**config.mk**
```make
export PLATFORM = sky130hd
export DESIGN_NAME = safety_mem_arbiter
export DESIGN_NICKNAME = d
export VERILOG_FILES = /design/src/rtl/safety_mem_arbiter.sv
export SDC_FILE = /design/constraint.sdc
export NUM_CORES = 1
export LEC_CHECK = 0
export CORE_AREA = 2 2 108 110
export CTS_CLUSTER_DIAMETER = 200
export DETAILED_ROUTE_END_ITERATION = 8
export DIE_AREA = 0 0 110 112
export PLACE_DENSITY = 0.73
export SYNTH_ARGS = -nofsm -noshare
export SYNTH_HDL_FRONTEND = slang
export SYNTH_SLANG_ARGS = --single-unit
export TNS_END_PERCENT = 5
```
**constraint.sdc**
```tcl
create_clock -name clk_i -period 2.6 [get_ports clk_i]
set_clock_uncertainty 0.15 [all_clocks]
set_input_delay 0.39 -clock clk_i [delete_from_list [all_inputs] [get_ports clk_i]]
set_output_delay 0.39 -clock clk_i [all_outputs]
set_load 0.005 [all_outputs]
```
**src/rtl/safety_mem_arbiter.sv**
```systemverilog
// Two-requester (fetch / load-store) arbiter onto one in-order memory port.
// Round-robin with grant lock, and a source-ID FIFO that routes responses.
module safety_mem_arbiter #(
  parameter int unsigned MaxOutstanding = 2
) (
  input  logic        clk_i,
  input  logic        rst_ni,
  input  logic        instr_req_i,
  output logic        instr_gnt_o,
  input  logic [31:0] instr_addr_i,
  output logic        instr_rvalid_o,
  output logic [31:0] instr_rdata_o,
  output logic        instr_err_o,
  input  logic        data_req_i,
  output logic        data_gnt_o,
  input  logic        data_we_i,
  input  logic [3:0]  data_be_i,
  input  logic [31:0] data_addr_i,
  input  logic [31:0] data_wdata_i,
  output logic        data_rvalid_o,
  output logic [31:0] data_rdata_o,
  output logic        data_err_o,
  output logic        mem_req_o,
  input  logic        mem_gnt_i,
  output logic        mem_we_o,
  output logic [3:0]  mem_be_o,
  output logic [31:0] mem_addr_o,
  output logic [31:0] mem_wdata_o,
  input  logic        mem_rvalid_i,
  input  logic [31:0] mem_rdata_i,
  input  logic        mem_err_i,
  output logic        protocol_err_o
);

  typedef enum logic {SRC_INSTR = 1'b0, SRC_DATA = 1'b1} src_e;
  typedef enum logic [1:0] {LOCK_NONE, LOCK_INSTR, LOCK_DATA} lock_e;

  logic [3:0] cnt_q, cnt_d;
  logic [7:0] fifo_q, fifo_d;
  src_e       prio_q, prio_d;
  lock_e      lock_q, lock_d;
  logic       perr_q, perr_d;

  src_e sel;
  src_e head;
  logic sel_req, full, empty, hs, pop;

  always_comb begin
    full  = (cnt_q == 4'(MaxOutstanding));
    empty = (cnt_q == '0);
    case (lock_q)
      LOCK_INSTR: sel = SRC_INSTR;
      LOCK_DATA:  sel = SRC_DATA;
      default: begin
        if (instr_req_i && data_req_i) sel = prio_q;
        else if (instr_req_i)          sel = SRC_INSTR;
        else                           sel = SRC_DATA;
      end
    endcase
    sel_req   = (sel == SRC_INSTR) ? instr_req_i : data_req_i;
    mem_req_o = rst_ni && sel_req && !full;
    hs        = mem_req_o && mem_gnt_i;

    instr_gnt_o = hs && (sel == SRC_INSTR);
    data_gnt_o  = hs && (sel == SRC_DATA);

    if (sel == SRC_INSTR) begin
      mem_we_o    = 1'b0;
      mem_be_o    = 4'hF;
      mem_addr_o  = instr_addr_i;
      mem_wdata_o = '0;
    end else begin
      mem_we_o    = data_we_i;
      mem_be_o    = data_be_i;
      mem_addr_o  = data_addr_i;
      mem_wdata_o = data_wdata_i;
    end

    // A response with nothing outstanding is dropped, not routed.
    head           = src_e'(fifo_q[0]);
    pop            = rst_ni && mem_rvalid_i && !empty;
    instr_rvalid_o = pop && (head == SRC_INSTR);
    data_rvalid_o  = pop && (head == SRC_DATA);
    instr_err_o    = instr_rvalid_o && mem_err_i;
    data_err_o     = data_rvalid_o && mem_err_i;
    instr_rdata_o  = mem_rdata_i;
    data_rdata_o   = mem_rdata_i;
    protocol_err_o = perr_q;
  end

  always_comb begin
    prio_d = prio_q;
    if (hs && (sel == prio_q)) prio_d = (prio_q == SRC_INSTR) ? SRC_DATA : SRC_INSTR;

    lock_d = lock_q;
    if (hs)             lock_d = LOCK_NONE;
    else if (mem_req_o) lock_d = (sel == SRC_INSTR) ? LOCK_INSTR : LOCK_DATA;

    // Head lives at bit 0; pop shifts first so a same-cycle push lands after the survivors.
    fifo_d = fifo_q;
    cnt_d  = cnt_q;
    if (pop) begin
      fifo_d = fifo_q >> 1;
      cnt_d  = cnt_q - 4'd1;
    end
    if (hs) begin
      fifo_d[cnt_d[2:0]] = sel;
      cnt_d              = cnt_d + 4'd1;
    end

    perr_d = perr_q || (mem_rvalid_i && empty);
  end

  always_ff @(posedge clk_i) begin
    if (!rst_ni) begin
      cnt_q  <= '0;
      fifo_q <= '0;
      prio_q <= SRC_DATA;
      lock_q <= LOCK_NONE;
      perr_q <= 1'b0;
    end else begin
      cnt_q  <= cnt_d;
      fifo_q <= fifo_d;
      prio_q <= prio_d;
      lock_q <= lock_d;
      perr_q <= perr_d;
    end
  end

endmodule

```
==> results.py, run 1 <==
metrics = {
    "floorplan": {
        "start_util_pct": 19.0,
        "core_mm2": 0.0112,
        "dieArea_mm2": 0.0123,
        "die_x_um": 110,
        "chipHeight_um": 112,
        "io_pins": 281,
        "rows": 39,
    },
    "grt": {
        "track_usage_pct": 15.8,
        "overflow": 0,
        "first_global_vias": 2447,
        "grt_busiest_layer": "met2",
        "grt_pass1_wl_mm": 14.5,
        "grt_max_degree": 26,
        "use_met3_pct": 4.04,
        "use_met2_pct": 26.4,
        "met1_usage_pct": 19.9,
        "antenna_found_initial": 0,
    },
    "synth": {
        "synth_commonest_cells": "buf_4, and2_1, mux2_2",
        "synth_most_common_cell": "buf_4",
        "async_flop_share_pct": 0,
        "yosys-top-cells-area": "buf_4, mux2_2, dfxtp_1",
        "synth.net_count": 401,
        "syn_inst": 258,
        "synth_top_area_cell": "buf_4",
        "ys_ff_latch": 16,
        "ys_seq_area_share_pct": 15.1,
        "yosys_warnings": 0,
        "ys_types": 38,
        "avgSynthCellArea_um2": 8.23,
        "synth_edf_count": 0,
        "synthesis.area_mm2": 0.00212,
        "synth_ff_type": "dfxtp_1",
        "post-synth-top-area-fraction_pct": 22.6,
    },
    "cells_and_area": {
        "stdcell_count": 558,
        "drive_gt1_share_pct": 25.8,
        "fin_area_mm2": 0.00415,
        "layout-area-overhead-vs-synth_pct": 95.5,
        "final_core_util_pct": 37.2,
        "regArea_um2": 324,
        "diodes": 0,
        "finalNetCount": 559,
        "multi_input_area_mm2": 0.00133,
        "fillCellCount": 1121,
    },
    "setup_path": {
        "worst-setup-path-type": "reg2out",
        "path_max_fanout": 8,
        "cp-start-kind": "register",
        "endpoint_kind": "output port",
        "r2r_cells": 8,
        "arrival_ns": 2.16,
        "required_ns": 2.06,
    },
    "routing": {
        "wl_per_cell_um": 18.6,
        "vias": 2345,
        "drt_iter0_drc": 62,
        "drtPass1Iterations": 3,
        "drc": 0,
        "drt_wl_total_mm": 10.4,
        "drt.antenna.violating_nets": 0,
        "viasPerCell": 4.20,
    },
    "timing": {
        "relSlewSlack_pct": 72.8,
        "period_needed_ns": 2.70,
        "period_share_pct": 104,
        "worstMarginPinSlew_ns": 0.404,
        "holdWs_ns": 0.336,
        "timing.fmax_mhz": 370,
        "setup_viol": 24,
        "setup_ws_ns": -0.0998,
        "maxSlewViolCount": 0,
        "hold_viol": 0,
        "rsz0062_at_grt": "true",
        "fin_tns_setup_ns": -1.40,
    },
    "pwr": {
        "p_comb_share_pct": 67.0,
        "vdd_drop_max_mv": 0.220,
        "power.internal_mw": 1.29,
        "leakage_nw": 1.87,
        "clkPwrFrac_pct": 17.6,
        "seqPwrFrac_pct": 15.5,
        "p_sw_uw": 654,
        "fin_total_pwr_mw": 1.95,
        "powerDensity_mw_per_mm2": 469,
        "p_sw_share_pct": 33.6,
    },
    "placement": {
        "place_congestion": 0.875,
        "post-place-ws_ns": -0.145,
        "placed_area_mm2": 0.00390,
        "dpl.cell_count": 543,
        "portBuffers": 184,
        "dp_hpwl_mm": 8.73,
    },
    "clock_tree": {
        "cts_max_level": 1,
        "cts_buffer_depth": 2,
        "cts_root_buffer": "clkbuf_16",
        "postCtsHoldBufs": 0,
        "clock_latency_ns": 0.25,
        "cts_buffers": 3,
        "cts_tree": "built",
        "clock-sinks": 16,
        "clk_pin_slew_ns": 0.05,
    },
    "min_path": {
        "min_path_cells": 2,
        "hold_path.class": "reg2reg",
    },
    "status": {
        "violations": "setup timing",
        "status": "finished with violations",
    },
    "flow_run": {
        "cap_violations": 0,
    },
}
-- cells in the final DEF, fill, tap and decap left out, drive strengths merged, types with 4 or more instances in the layout --
master         instances
buf                   43
nand3                  5
nand2b                 6
o311a                  4
dlymetal6s2s           6
inv                    5
and2                  37
mux2                  37
nand2                  9
dlygate4sd2           64
clkbuf                 7
clkdlybuf4s50        110
o21ai                  6
a21oi                  4
nor2                  13
dfxtp                 16
nor3                   5
mux2i                 11
-- logic make-up (layout without fill, tap and decap cells) --
logic type      count (synthesis)  count (layout)  share of synthesized area [%]
flops                          16              16                           15.1
fa+ha+maj                       3               3                           1.77
buf+inv                        80             237                           25.9
compound gates                 24              24                           8.66
xor+xnor                        1               1                          0.413
mux                            48              48                           24.8
simple gates                   86              86                           23.4
-- routing by layer --
| layer | part of all wire, % | vias up |
|---|---|---|
| met4 | 2.5 | 0 |
| met5 | 0 | - |
| met3 | 7.6 | 13 |
| met2 | 49 | 123 |
| li1 | - | 1131 |
| met1 | 41 | 1078 |
-- flip-flops by register name, summed over array words and instances, names as in the netlist --
name,flops
fifo_q,8
lock_q,2
cnt_q,4
prio_q,1
protocol_err_o,1
-- final timing paths --
kind                  startpoint        endpoint  slack [ns]
setup / recovery       lock_q[0]  mem_addr_o[22]        -0.1
hold reg to reg   protocol_err_o  protocol_err_o        0.34
hold / removal    protocol_err_o  protocol_err_o        0.34
setup reg to reg        cnt_q[0]       fifo_q[6]        0.24
-- critical path, stage by stage, from the launching register on --
cell,delay (ns)
dfxtp_2,0.32
inv_1,0.06
ha_4,0.25
buf_4,0.15
a31o_4,0.26
buf_12,0.14
buf_4,0.15
mux2_2,0.29
dlygate4sd2_1,0.27
-- power groups by stage --
stage               combinational [mW]  clock [mW]  sequential (mW)
floorplan                        0.586           0            0.293
global placement                  1.24           0            0.300
detailed placement                1.26           0            0.301
CTS                               1.23       0.347            0.298
global route                      1.40       0.361            0.305
finish                            1.30       0.342            0.301
-- layout make-up --
type,instances,share of cell area (%)
well taps,143,4.31
inverters,5,0.452
repair buffers,228,53.3
clock buffers,4,2.14
multi-input cells,162,32.0
flip-flops and latches,16,7.81
-- repair_timing --
action | in CTS | in global routing
pin swaps | 2 | 1
setup buffers | 2 | 6
gates cloned | 1 | 2
gates resized for setup | 84 | 15
setup endpoints to repair | 75 | 42
Note: power is estimated with default switching activity, not from simulation.
==> run 2, diff against run 1 <==
- SLEW_MARGIN: unset -> 10
==> results of run 2 <==
Final layout, timing and power as in run 1 (identical DEF).
==> run 3, diff against run 2 <==
- CELL_PAD_IN_SITES_DETAIL_PLACEMENT: unset -> 1
- CELL_PAD_IN_SITES_GLOBAL_PLACEMENT: unset -> 1
- CORE_AREA: 2 2 108 110 -> 2 2 119 121
- DIE_AREA: 0 0 110 112 -> 0 0 121 123
- PLACE_DENSITY: 0.73 -> 0.91
- TNS_END_PERCENT: 5 -> 1
==> results.py, run 3 (synthesized netlist as in run 1, its figures left out) <==
metrics = {
    "setup_path": {
        "crit_family": "simple AND/OR/NAND/NOR gates",
        "crit_chain": "inv_1, buf_4, ha_4, or3b_4, and3_1, and2_1, clkdlybuf4s50_1",
        "critical_path.max_stage_delay_ns": 0.43,
        "endpoint_kind": "output port",
        "cp-start-kind": "register",
        "worst-setup-path-type": "reg2out",
        "arrival_ns": 2.10,
        "required_ns": 2.06,
        "path_buf_inv": 3,
        "slowest_stage": "or3b_4",
        "path_max_fanout": 6,
    },
    "cells_and_area": {
        "reg_top3": "fifo_q: 8 flops, cnt_q: 4 flops, lock_q: 2 flops",
        "diodes": 0,
        "finalNetCount": 554,
        "fin_area_mm2": 0.00412,
        "final_core_util_pct": 30.3,
        "layout-area-overhead-vs-synth_pct": 94.1,
        "final_common_cell": "clkdlybuf4s50_1",
        "final_cell_mix": "clkdlybuf4s50_1, and2_1, clkbuf_2",
        "largest_register": "fifo_q",
        "largest_register_ffs": 8,
        "drive_gt1_share_pct": 33.3,
    },
    "placement": {
        "place_congestion": 0.818,
        "portBuffers": 184,
        "dp_hpwl_mm": 8.76,
        "placed_area_mm2": 0.00395,
    },
    "routing": {
        "vias": 2394,
        "wl_per_cell_um": 18.5,
        "viasPerCell": 4.06,
        "drtPass1Iterations": 4,
        "drt_wl_total_mm": 10.9,
        "drt.antenna.violating_nets": 0,
        "drt_iter0_drc": 56,
        "drc": 0,
    },
    "clock_tree": {
        "cts_max_level": 1,
        "cts_buffers": 3,
        "clock_latency_ns": 0.25,
        "cts_buffer_depth": 2,
        "clk_pin_slew_ns": 0.05,
        "postCtsHoldBufs": 0,
        "clock-sinks": 16,
        "cts_root_buffer": "clkbuf_16",
        "cts_tree": "built",
    },
    "grt": {
        "antenna_found_initial": 0,
        "first_global_vias": 2663,
        "grt_max_degree": 18,
        "grt_pass1_wl_mm": 15.3,
        "overflow": 0,
        "track_usage_pct": 13.7,
    },
    "floorplan": {
        "core_mm2": 0.0136,
        "io_pins": 281,
        "rows": 43,
        "chipHeight_um": 123,
        "die_x_um": 121,
        "dieArea_mm2": 0.0149,
        "start_util_pct": 15.6,
    },
    "status": {
        "violations": "setup timing",
        "status": "finished with violations",
    },
    "flow_run": {
        "cap_violations": 0,
    },
    "pwr": {
        "vdd_drop_max_mv": 0.224,
        "power.internal_mw": 1.28,
        "clkPwrFrac_pct": 15.8,
        "powerDensity_mw_per_mm2": 474,
        "p_sw_uw": 675,
        "p_sw_share_pct": 34.5,
        "p_comb_share_pct": 69.1,
        "seqPwrFrac_pct": 15.1,
        "leakage_nw": 1.83,
    },
    "timing": {
        "hold_viol": 0,
        "setup_viol": 3,
        "timing.fmax_mhz": 379,
        "fin_tns_setup_ns": -0.0636,
        "maxSlewViolCount": 0,
        "setup_ws_ns": -0.0408,
        "period_share_pct": 102,
        "relSlewSlack_pct": 69.0,
        "worstMarginPinSlew_ns": 0.460,
        "period_needed_ns": 2.64,
        "rsz0062_at_grt": "true",
    },
    "min_path": {
        "hold_path.class": "reg2reg",
    },
}
-- run 3: changes by cell type in the layout (fill, tap and decap cells not counted), moves of 2 or more --
cell,delta
mux2_4,+20
clkdlybuf4s15_1,+18
nor2_4,+2
dlygate4sd2_1,-50
clkbuf_2,+33
buf_4,-8
nor2_2,-2
nand2_2,+2
nand2_1,-2
buf_2,+3
dlymetal6s2s_1,-4
buf_6,+3
clkbuf_16,-2
mux2_2,-20
-- run 3: what timing repair did --
item | CTS | global route
buffers inserted | 3 | 1
resized for setup | 107 | 108
pin swaps | 1 | 1
cloned | 3 | 0
endpoints found under the setup margin | 76 | 69
-- run 3: cell type report --
type,instances,area [µm²]
clock buffers,3,75.1
flip-flops and latches,16,323
multi-input cells,162,1420
repair buffers,223,2060
inverters,5,18.8
fillers,1600,9490
well taps,180,225
-- run 3: power by group through the flow --
stage	clock (mW)	sequential (mW)	combinational [mW]
2_1_floorplan	0	0.293	0.586
3_3_place_gp	0	0.296	1.23
3_5_place_dp	0	0.297	1.27
4_1_cts	0.307	0.293	1.33
5_1_grt	0.320	0.298	1.45
6_report	0.308	0.295	1.35
-- run 3: final timing paths --
path | to | slack, ns | start | cells after the start
max | data_err_o | -0.04 | cnt_q[0] | 7
min | prio_q | 0.31 | prio_q | 2
max reg2reg | cnt_q[3] | 0.12 | cnt_q[0] | 8
min reg2reg | prio_q | 0.31 | prio_q | 2
-- run 3: layer usage --
layer	share of wire, %	up-vias	global-route usage (%)
li1	-	1111	-
met1	38	1137	14.9
met2	53	119	25.3
met3	6.4	27	3.32
met4	2.8	0	5.60
met5	0	-	0
-- run 3: worst reg2reg max path, cell delays in order, from the launching register on --
cell	delay [ns]
dfxtp_1	0.30
inv_1	0.07
buf_4	0.12
ha_4	0.14
or3b_4	0.43
and3_1	0.22
or2_1	0.27
nor3_2	0.30
mux2_1	0.36
-- run 3: metrics by stage --
stage | instances | total power, mW | hold WS (ns) | setup slack, ns
3_3_place_gp | 579 | 1.52 | 0.296 | -0.201
4_1_cts | 588 | 1.93 | 0.300 | -0.214
6_report | 589 | 1.96 | 0.311 | -0.0408
5_1_grt | 589 | 2.07 | 0.356 | -0.116
2_1_floorplan | 258 | 0.879 | 0.290 | 0.185
3_5_place_dp | 579 | 1.57 | 0.293 | -0.206
